[src/rtl/vc_sched_pkg.sv]
// Shared types and constants for the VC weighted round-robin scheduler.
package vc_sched_pkg;

  localparam int unsigned DATA_WIDTH   = 6;
  localparam int unsigned WEIGHT_WIDTH = 4;
  localparam int unsigned VC_BIT       = DATA_WIDTH - 1;
  localparam int unsigned DEST_BIT     = DATA_WIDTH - 2;

  typedef enum logic [1:0] {StReset, StInit, StIdle, StActive} state_e;

  // A zero weight would starve the VC; treat it as a single grant per turn.
  function automatic logic [WEIGHT_WIDTH-1:0] fix_weight(input logic [WEIGHT_WIDTH-1:0] w);
    return (w == '0) ? WEIGHT_WIDTH'(1) : w;
  endfunction

endpackage

[src/rtl/vc_wrr_scheduler_if.sv]
// VC-FIFO heads and destination-FIFO push side of the scheduler.
interface vc_wrr_scheduler_if #(
  parameter int unsigned data_width = 6
);
  logic                  vc0_empty;
  logic                  vc1_empty;
  logic [data_width-1:0] vc0_data;
  logic [data_width-1:0] vc1_data;
  logic                  d0_almost_full;
  logic                  d1_almost_full;
  logic                  vc0_pop;
  logic                  vc1_pop;
  logic                  d0_push;
  logic                  d1_push;
  logic [data_width-1:0] data_out;

  modport master (
    input  vc0_empty, vc1_empty, vc0_data, vc1_data, d0_almost_full, d1_almost_full,
    output vc0_pop, vc1_pop, d0_push, d1_push, data_out
  );

  modport slave (
    output vc0_empty, vc1_empty, vc0_data, vc1_data, d0_almost_full, d1_almost_full,
    input  vc0_pop, vc1_pop, d0_push, d1_push, data_out
  );
endinterface

[src/rtl/wrr_pointer.sv]
// Current-VC pointer and burst counter; turns an eligibility pair into a one-hot grant.
module wrr_pointer #(
  parameter int unsigned weight_width = 4
) (
  input  logic                    clk,
  input  logic                    reset,
  input  logic                    en,
  input  logic [1:0]              elig,
  input  logic [weight_width-1:0] weight0,
  input  logic [weight_width-1:0] weight1,
  output logic [1:0]              grant
);

  logic                    cur_q, cur_d;
  logic [weight_width-1:0] cnt_q, cnt_d;
  logic                    oth;
  logic [weight_width-1:0] w_cur, w_oth, w_g;
  logic                    g_any, g_vc;
  logic [weight_width:0]   used;

  always_comb begin
    oth   = ~cur_q;
    w_cur = cur_q ? weight1 : weight0;
    w_oth = cur_q ? weight0 : weight1;
    g_any = 1'b0;
    g_vc  = cur_q;
    w_g   = w_cur;
    used  = '0;
    if (en) begin
      if (elig[cur_q] && (cnt_q < w_cur)) begin
        g_any = 1'b1;
        used  = {1'b0, cnt_q} + 1'b1;
      end else if (elig[oth]) begin
        g_any = 1'b1;
        g_vc  = oth;
        w_g   = w_oth;
        used  = (weight_width + 1)'(1);
      end else if (elig[cur_q]) begin
        // Lone eligible VC with an exhausted burst: serve it and hand the turn over.
        g_any = 1'b1;
        used  = {1'b0, w_cur};
      end
    end

    cur_d = cur_q;
    cnt_d = cnt_q;
    if (g_any) begin
      if (used >= {1'b0, w_g}) begin
        cur_d = ~g_vc;
        cnt_d = '0;
      end else begin
        cur_d = g_vc;
        cnt_d = used[weight_width-1:0];
      end
    end

    grant = g_any ? (g_vc ? 2'b10 : 2'b01) : 2'b00;
  end

  always_ff @(posedge clk or negedge reset) begin
    if (!reset) begin
      cur_q <= 1'b0;
      cnt_q <= '0;
    end else begin
      cur_q <= cur_d;
      cnt_q <= cnt_d;
    end
  end

endmodule

[src/rtl/vc_wrr_scheduler.sv]
// Weighted round-robin scheduler moving words from two VC FIFOs into two destination FIFOs.
module vc_wrr_scheduler
  import vc_sched_pkg::*;
#(
  parameter int unsigned data_width   = DATA_WIDTH,
  parameter int unsigned weight_width = WEIGHT_WIDTH
) (
  input  logic                    clk,
  input  logic                    reset,
  input  logic                    init,
  input  logic [weight_width-1:0] peso_vc0,
  input  logic [weight_width-1:0] peso_vc1,
  vc_wrr_scheduler_if.master      bus,
  output logic                    idle_out,
  output logic                    active_out
);

  state_e                  state_q;
  logic [weight_width-1:0] w0_q, w1_q;
  logic [1:0]              elig, grant;
  logic                    en, any_grant;
  logic [data_width-1:0]   gdata, data_q;
  logic                    push0_q, push1_q, idle_q, active_q;

  always_comb begin
    elig[0] = !bus.vc0_empty &&
              !(bus.vc0_data[DEST_BIT] ? bus.d1_almost_full : bus.d0_almost_full);
    elig[1] = !bus.vc1_empty &&
              !(bus.vc1_data[DEST_BIT] ? bus.d1_almost_full : bus.d0_almost_full);
    // Dropping init in IDLE wins over a grant in the same cycle.
    en        = ((state_q == StIdle) && init) || (state_q == StActive);
    any_grant = |grant;
    gdata     = grant[1] ? bus.vc1_data : bus.vc0_data;
  end

  wrr_pointer #(
    .weight_width(weight_width)
  ) u_wrr_pointer (
    .clk    (clk),
    .reset  (reset),
    .en     (en),
    .elig   (elig),
    .weight0(w0_q),
    .weight1(w1_q),
    .grant  (grant)
  );

  always_ff @(posedge clk or negedge reset) begin
    if (!reset) begin
      state_q  <= StReset;
      w0_q     <= weight_width'(1);
      w1_q     <= weight_width'(1);
      push0_q  <= 1'b0;
      push1_q  <= 1'b0;
      data_q   <= '0;
      idle_q   <= 1'b0;
      active_q <= 1'b0;
    end else begin
      push0_q <= any_grant && !gdata[DEST_BIT];
      push1_q <= any_grant && gdata[DEST_BIT];
      if (any_grant) data_q <= gdata;
      case (state_q)
        StReset: begin
          state_q  <= StInit;
          idle_q   <= 1'b0;
          active_q <= 1'b0;
        end
        StInit: begin
          w0_q <= weight_width'(fix_weight(WEIGHT_WIDTH'(peso_vc0)));
          w1_q <= weight_width'(fix_weight(WEIGHT_WIDTH'(peso_vc1)));
          if (init) begin
            state_q <= StIdle;
            idle_q  <= 1'b1;
          end
        end
        StIdle: begin
          if (!init) begin
            state_q <= StInit;
            idle_q  <= 1'b0;
          end else if (any_grant) begin
            state_q  <= StActive;
            idle_q   <= 1'b0;
            active_q <= 1'b1;
          end
        end
        StActive: begin
          if (!any_grant && !push0_q && !push1_q) begin
            state_q  <= StIdle;
            idle_q   <= 1'b1;
            active_q <= 1'b0;
          end
        end
        default: state_q <= StReset;
      endcase
    end
  end

  assign bus.vc0_pop  = grant[0];
  assign bus.vc1_pop  = grant[1];
  assign bus.d0_push  = push0_q;
  assign bus.d1_push  = push1_q;
  assign bus.data_out = data_q;
  assign idle_out     = idle_q;
  assign active_out   = active_q;

endmodule

[src/flat_wrapper.sv]
// flat-port wrapper written by rule: the top's interface ports become plain ports
module vc_wrr_scheduler_flat import vc_sched_pkg::*;
#(
  parameter int unsigned data_width   = DATA_WIDTH,
  parameter int unsigned weight_width = WEIGHT_WIDTH
)
  (clk, reset, init, peso_vc0, peso_vc1, idle_out, active_out, bus_vc0_empty, bus_vc1_empty, bus_vc0_data, bus_vc1_data, bus_d0_almost_full, bus_d1_almost_full, bus_vc0_pop, bus_vc1_pop, bus_d0_push, bus_d1_push, bus_data_out);
  vc_wrr_scheduler_if #(.data_width(data_width)) bus_i ();
  input  logic clk;
  input  logic reset;
  input  logic init;
  input  logic [weight_width-1:0] peso_vc0;
  input  logic [weight_width-1:0] peso_vc1;
  output logic idle_out;
  output logic active_out;
  input wire logic [$bits(bus_i.vc0_empty)-1:0] bus_vc0_empty;
  input wire logic [$bits(bus_i.vc1_empty)-1:0] bus_vc1_empty;
  input wire logic [$bits(bus_i.vc0_data)-1:0] bus_vc0_data;
  input wire logic [$bits(bus_i.vc1_data)-1:0] bus_vc1_data;
  input wire logic [$bits(bus_i.d0_almost_full)-1:0] bus_d0_almost_full;
  input wire logic [$bits(bus_i.d1_almost_full)-1:0] bus_d1_almost_full;
  output wire logic [$bits(bus_i.vc0_pop)-1:0] bus_vc0_pop;
  output wire logic [$bits(bus_i.vc1_pop)-1:0] bus_vc1_pop;
  output wire logic [$bits(bus_i.d0_push)-1:0] bus_d0_push;
  output wire logic [$bits(bus_i.d1_push)-1:0] bus_d1_push;
  output wire logic [$bits(bus_i.data_out)-1:0] bus_data_out;
  assign bus_i.vc0_empty = bus_vc0_empty;
  assign bus_i.vc1_empty = bus_vc1_empty;
  assign bus_i.vc0_data = bus_vc0_data;
  assign bus_i.vc1_data = bus_vc1_data;
  assign bus_i.d0_almost_full = bus_d0_almost_full;
  assign bus_i.d1_almost_full = bus_d1_almost_full;
  assign bus_vc0_pop = bus_i.vc0_pop;
  assign bus_vc1_pop = bus_i.vc1_pop;
  assign bus_d0_push = bus_i.d0_push;
  assign bus_d1_push = bus_i.d1_push;
  assign bus_data_out = bus_i.data_out;
  vc_wrr_scheduler #(.data_width(data_width), .weight_width(weight_width)) u_core (.clk(clk), .reset(reset), .init(init), .peso_vc0(peso_vc0), .peso_vc1(peso_vc1), .bus(bus_i), .idle_out(idle_out), .active_out(active_out));
endmodule
[config.mk]
export PLATFORM = sky130hd
export DESIGN_NAME = vc_wrr_scheduler_flat
export DESIGN_NICKNAME = d
export VERILOG_FILES = /design/src/rtl/vc_sched_pkg.sv /design/src/rtl/vc_wrr_scheduler_if.sv /design/src/rtl/wrr_pointer.sv /design/src/rtl/vc_wrr_scheduler.sv /design/src/flat_wrapper.sv
export SDC_FILE = /design/constraint.sdc
export NUM_CORES = 1
export LEC_CHECK = 0
export ABC_AREA = 1
export CORE_ASPECT_RATIO = 0.7
export CORE_MARGIN = 2
export CORE_UTILIZATION = 50
export CTS_CLUSTER_SIZE = 14
export DETAILED_ROUTE_END_ITERATION = 10
export GPL_TIMING_DRIVEN = 1
export HOLD_SLACK_MARGIN = 0.05
export PLACE_DENSITY = 0.79
export SETUP_SLACK_MARGIN = 0.15
export SLEW_MARGIN = 20
export SYNTH_ARGS = -nofsm -noshare
export SYNTH_HDL_FRONTEND = slang
export SYNTH_SLANG_ARGS = --single-unit
[constraint.sdc]
create_clock -name clk -period 3.4 [get_ports clk]
set_clock_uncertainty 0.05 [all_clocks]
set_input_delay 0.34 -clock clk [delete_from_list [all_inputs] [get_ports clk]]
set_output_delay 0.34 -clock clk [all_outputs]
set_load 0.01 [all_outputs]
# Yosys cells after proc, flatten, opt, wreduce, memory -nomap -nowiden
# Index checks and enable logic that the tools add are counted.
# totals
mem_bits_rw,0
romBits,0
output_inout_bits,12
in_bits,27
wordCells,92
memories,0
latchBits,0
register_bits,25
# op_classes
n_reduce_logical,24
eq_ne,8
div_mod_pow,0
muxes,43
n_addsub,1
shifts,0
bitwise,2
magnitude_cmp,4
multipliers,0
# ops
cell,count
4-bit 2-to-1 mux,10
1-bit 2-to-1 mux,21
2-bit 2-to-1 mux,6
5-bit 2-to-1 mux,2
1-bit logical AND,8
1-bit logical NOT,8
4-bit logical NOT,2
2-bit case mux with 4 select lines,1
6-bit 2-to-1 mux,1
2-bit != test (second input constant),3
4-bit by 1-bit adder with 5-bit output (second input constant),1
5-bit by 4-bit greater-or-equal comparator with 1-bit output,1
2-bit == test (second input constant),2
1-bit by 2-bit less-than comparator with 1-bit output (second input constant),2
4-bit less-than comparator,1
1-bit case mux with 4 select lines,1
4-bit AND reduction,1
3-bit by 2-bit != test with 1-bit output (second input constant),1
1-bit case mux with 3 select lines,1
3-bit AND reduction,1
3-bit nonzero test,1
2-bit by 1-bit == test with 1-bit output (second input constant),1
2-bit logical NOT,1
2-bit by 1-bit != test with 1-bit output (second input constant),1
other kinds (3),4

# Depth between registers and ports, before layout
# Gate-level depths: netlist of run 1.
# depth
word_depth,16
depth_mapped,22
depth_no_buf,22

# By module
# Synthesis of run 1 repeated with hierarchy kept, for this count alone.
# unflattened
hier_cells,237
area_unflattened_um2,1755.4
# by_module_without_submodules
mod,instances,cells_per_inst,seq_area_each_um2,area_each_um2
vc_wrr_scheduler,1,115,503.0,987.2
wrr_pointer,1,122,125.1,768.2

# Worst setup path before layout of run 1
# Ideal clock, no wire load.
# synth_path
kind,register to register
from,register u_core.u_wrr_pointer.cur_q
to,register u_core.u_wrr_pointer.cnt_q[3]
n_path_buf,1
setup_ps,76
path_slack_ps,326
arrival_time_ps,2947
t_required_ps,3274
stages_incl_launch_ff,21
period_less_slack_ps,3074
path_cell_list,dfrtp_1 -> buf_2 -> o21ai_0 -> ha_1 -> a21oi_1 -> nand2_1 -> nor2_4 -> nand2_4 -> nand2_4 -> inv_1 -> o211ai_1 -> o21ai_0 -> ha_1 -> o21ai_0 -> nand2_1 -> a21o_1 -> a21oi_1 -> nand2_1 -> inv_1 -> nand2_1 -> o21ai_1
# synth_between
elab_chain_len,8
word_cells_on_any_way,21
cone_classes,order compare: 2; mux: 18; reduce/logical: 1
# synth_lines
item,line_no,rtl
from (decl),wrr_pointer.sv:14,"logic cur_q, cur_d;"
from (signal assigned),wrr_pointer.sv:65,cur_q <= cur_d;
branches (longest 8 deep; another with 5-bit by 4-bit greater-or-equal comparator with 1-bit output),-,
to (signal assigned),wrr_pointer.sv:66,cnt_q <= cnt_d;
to (decl),wrr_pointer.sv:15,"logic [weight_width-1:0] cnt_q, cnt_d;"
# Parallel ways; which one is timed is not known. The select of a mux whose other input is x is not followed.
# A chain may end at the register's enable or synchronous reset.

# Worst setup path after layout of run 1
# layout_path
from,register u_core.u_wrr_pointer.cur_q
to,register u_core.u_wrr_pointer.cnt_q[0]
# The elaborated chain is that of the path after synthesis.

==> flow_summary.ini, run 1 <==
[sta]
finalSetupViolations = 0
slew_violations = 0
slew_headroom_pct = 63.5
tightestPinTransition_ps = 547
hold_ws_ps = 367
setup_tns_ps = 0
fin_crit_sh_pct = 89.7
finalHoldViolations = 0
period_minus_slack_ps = 3050
clock.fmax_mhz = 328
rsz0062_at_grt = no

[power_and_ir_drop]
powerDensity_nw_per_um2 = 885
peakVddDrop_mv = 0.533
power.leakage_nw = 1.11

[layout]
regArea_sq_um = 629
fillers = 261
antenna-diode-count = 0
area_growth_pct = 31.3
final_cell_mix = nand2_1 (67), clkdlybuf4s50_1 (38), inv_1 (31), dfrtp_1 (22)
layout_commonest_cell = nand2_1
multi_input_area_sq_um = 1000
nets = 319
post_route_cells_drive_above_1_share_pct = 16.1

[setup_path]
cp_data_required_time_ps = 3560
crit_path_end_kind = register
crit_type = reg2reg
cp_top_family = compound AO/OA/AOI/OAI gates
cp.arrival_ps = 3210
crit_path_max_fanout = 8
start_kind = register
critical-path-slowest-cell = dfrtp_2
path_cells = o21ai_4 > ha_4 > a21oi_2 > nand2_1 > nor2_4 > nand2_4 > nand2_4 > clkinvlp_4 > o211ai_1 > o21ai_1 > ha_1 > o21ai_1 > nand2_1 > a21o_1 > a21oi_1 > nand2_1 > inv_2 > nand2_1 > o21ai_1
worst-path-buf-inv = 2
slowest_delay_ps = 480
cp_common_cell = nand2_1

[yosys]
synthMuxAreaShare_pct = 0
synth_compound_area_share_pct = 15.5
syn_avg_cell_area_sq_um = 7.48
syn_nets = 274
synth-xor-area-share_pct = 0.498
syn-instance-count = 235
synth_cell_types = 34
ys_warn_count = 0
yosys.area_share.simple_pct = 30.6
synth-seq-cells = 25
synth_top_family_by_area = simple AND/OR/NAND/NOR gates
yosysSeqAreaShare_pct = 35.7
netlist_area_sq_um = 1760
synthAdderAreaFrac_pct = 8.54

[detailed_routing]
wire_per_inst_microns = 13.0
vias = 1639
via_per_inst = 5.03
drt_iter0_markers = 167
wirelength_mm = 4.23
first_pass_iters = 4
drtAntennaViolNets = 0
drc_errors = 0

[global_route]
antenna_found_initial = 0
gr-usage-all-layers_pct = 24.2
grt_first_pass_wirelength_mm = 7.04
gr-total-overflow = 0
first_global_vias = 1489
grt_max_degree = 26

[clocking]
cts-htree-levels = 1
cts_hold_buffers = 0
cts-root-buf = clkbuf_8
clkSlewWorstSetupHoldPaths_ps = 100
numCtsBuffers = 3
cts_tree = done
clock_path_buffers = 2
clk_latency_ps = 280
cts_sinks = 25

[outcome]
status = finished, final reports clean

[flow_run]
cap_violations = 0

[floorplan]
rows = 17
die_area_sq_um = 4010
start_util_pct = 54.0
coreArea_sq_um = 3250
die_h_microns = 53.6
fp.dieW_microns = 74.9
ioPinCount = 39

[placed_design]
gp_congestion = 0.915
dp_hpwl_mm = 3.23
port_buffers = 38

[worst_hold_path]
hp-class = in2async
per-stage QoR:
step	cells	worst slack [ps]	utilization [%]	total power [mW]	instance area (sq um)
global route	326	138	70.9	2.25	2310
CTS	324	208	69.4	1.92	2260
global placement	320	271	67.9	1.72	2210
floorplan	235	326	-	1.37	1760
finish	326	351	70.9	2.04	2310
detailed placement	320	146	67.9	1.72	2210
area by class of cell:
class | count | share of cell area [%]
clock inverter | 1 | 0.325
timing repair buffer | 44 | 18.4
tap | 47 | 2.55
inverter | 38 | 6.34
clock buffer | 3 | 1.79
multi-input combinational | 168 | 43.3
sequential | 25 | 27.3
synthesized netlist by cell type:
library cell / instances / area share, %
inv_2: 4 / 0.85
inv_1: 33 / 7.0
xor2_1: 1 / 0.50
a21oi_4: 1 / 0.93
buf_2: 2 / 0.57
a31oi_1: 2 / 0.71
nand3_2: 2 / 1.1
a21o_1: 1 / 0.43
nor3_1: 1 / 0.28
a21oi_2: 1 / 0.50
nand2_2: 5 / 1.8
nand3_1: 13 / 3.7
o31ai_1: 2 / 0.85
nand4_1: 2 / 0.71
nor4_1: 2 / 0.71
dfrtp_1: 23 / 33
clkinv_1: 1 / 0.21
nand2_1: 68 / 15
nor2_2: 3 / 1.1
o22ai_1: 2 / 0.71
o21ai_2: 1 / 0.50
nor2_4: 2 / 1.3
nand3_4: 1 / 1.0
ha_1: 12 / 8.5
dfstp_2: 2 / 3.0
o21ai_0: 18 / 5.1
nor2_1: 7 / 1.5
a21oi_1: 6 / 1.7
o21ai_1: 7 / 2.0
a31oi_4: 1 / 1.2
nand2_4: 4 / 2.6
or2_2: 1 / 0.36
o211ai_1: 2 / 0.85
clkbuf_1: 2 / 0.43
kinds of logic after synthesis:
group	count (synthesis)
adders and majority gates	12
buffers and inverters	42
DFF	25
xor gates and xnor gates	1
and+or+nand+nor	111
AOI/OAI and AO/OA	44
worst paths after layout:
check	slack (ps)	from	depth (start not counted)	endpoint
setup / recovery	350	u_core.u_wrr_pointer.cur_q	19	u_core.u_wrr_pointer.cnt_q[0]
hold / removal	370	reset	2	u_core.idle_out
min in group clk	440	u_core.active_out	2	u_core.active_out
setup reg to reg	350	u_core.u_wrr_pointer.cur_q	19	u_core.u_wrr_pointer.cnt_q[0]
hold reg to reg	440	u_core.active_out	2	u_core.active_out
max in group asynchronous	2640	reset	2	u_core.w1_q[0]
sequential cells by signal, summed over array words and instances, names as in the netlist:
| register | count |
|---|---|
| u_core.bus.data_out | 6 |
| u_core.u_wrr_pointer.cnt_q | 4 |
| u_core.w0_q | 4 |
| u_core.w1_q | 4 |
| u_core.state_q | 2 |
| u_core.active_out | 1 |
| u_core.bus.d0_push | 1 |
| u_core.bus.d1_push | 1 |
| u_core.idle_out | 1 |
| u_core.u_wrr_pointer.cur_q | 1 |
worst register-to-register path: cells and delay by family (launching register included):
family	cells	cell delay [ps]
fa+ha+maj	2	510
buf+inv	2	240
flops	1	480
simple gates	7	640
compound gates	8	1070
power breakdown:
part / switching (mW) / internal (mW) / total, mW
logic: 0.759 / 0.538 / 1.30
registers: 0.115 / 0.439 / 0.555
clock network: 0.107 / 0.0835 / 0.190
metal layers:
metal	GRT usage, %	share of wire (%)	vias to the layer above
met1	38.9	49	716
met3	5.81	9.2	5
met2	31.9	41	69
li1	-	-	849
met4	5.36	1.0	0
met5	0	0	-
repair_timing:
action	CTS	global route
pin swaps	0	4
setup endpoints to repair	2	6
resized for setup	1	12
setup buffers	0	2
(Power assumes the default switching activity.)
==> inputs of run 2 (changes only) <==
--- a/config.mk
+++ b/config.mk
@@ -6,6 +6,7 @@
 export NUM_CORES = 1
 export LEC_CHECK = 0
 export ABC_AREA = 1
+export ABC_CLOCK_PERIOD_IN_PS = 3400
 export CORE_ASPECT_RATIO = 0.7
 export CORE_MARGIN = 2
 export CORE_UTILIZATION = 50
==> results of run 2 <==
Final layout, timing and power as in run 1 (identical DEF).
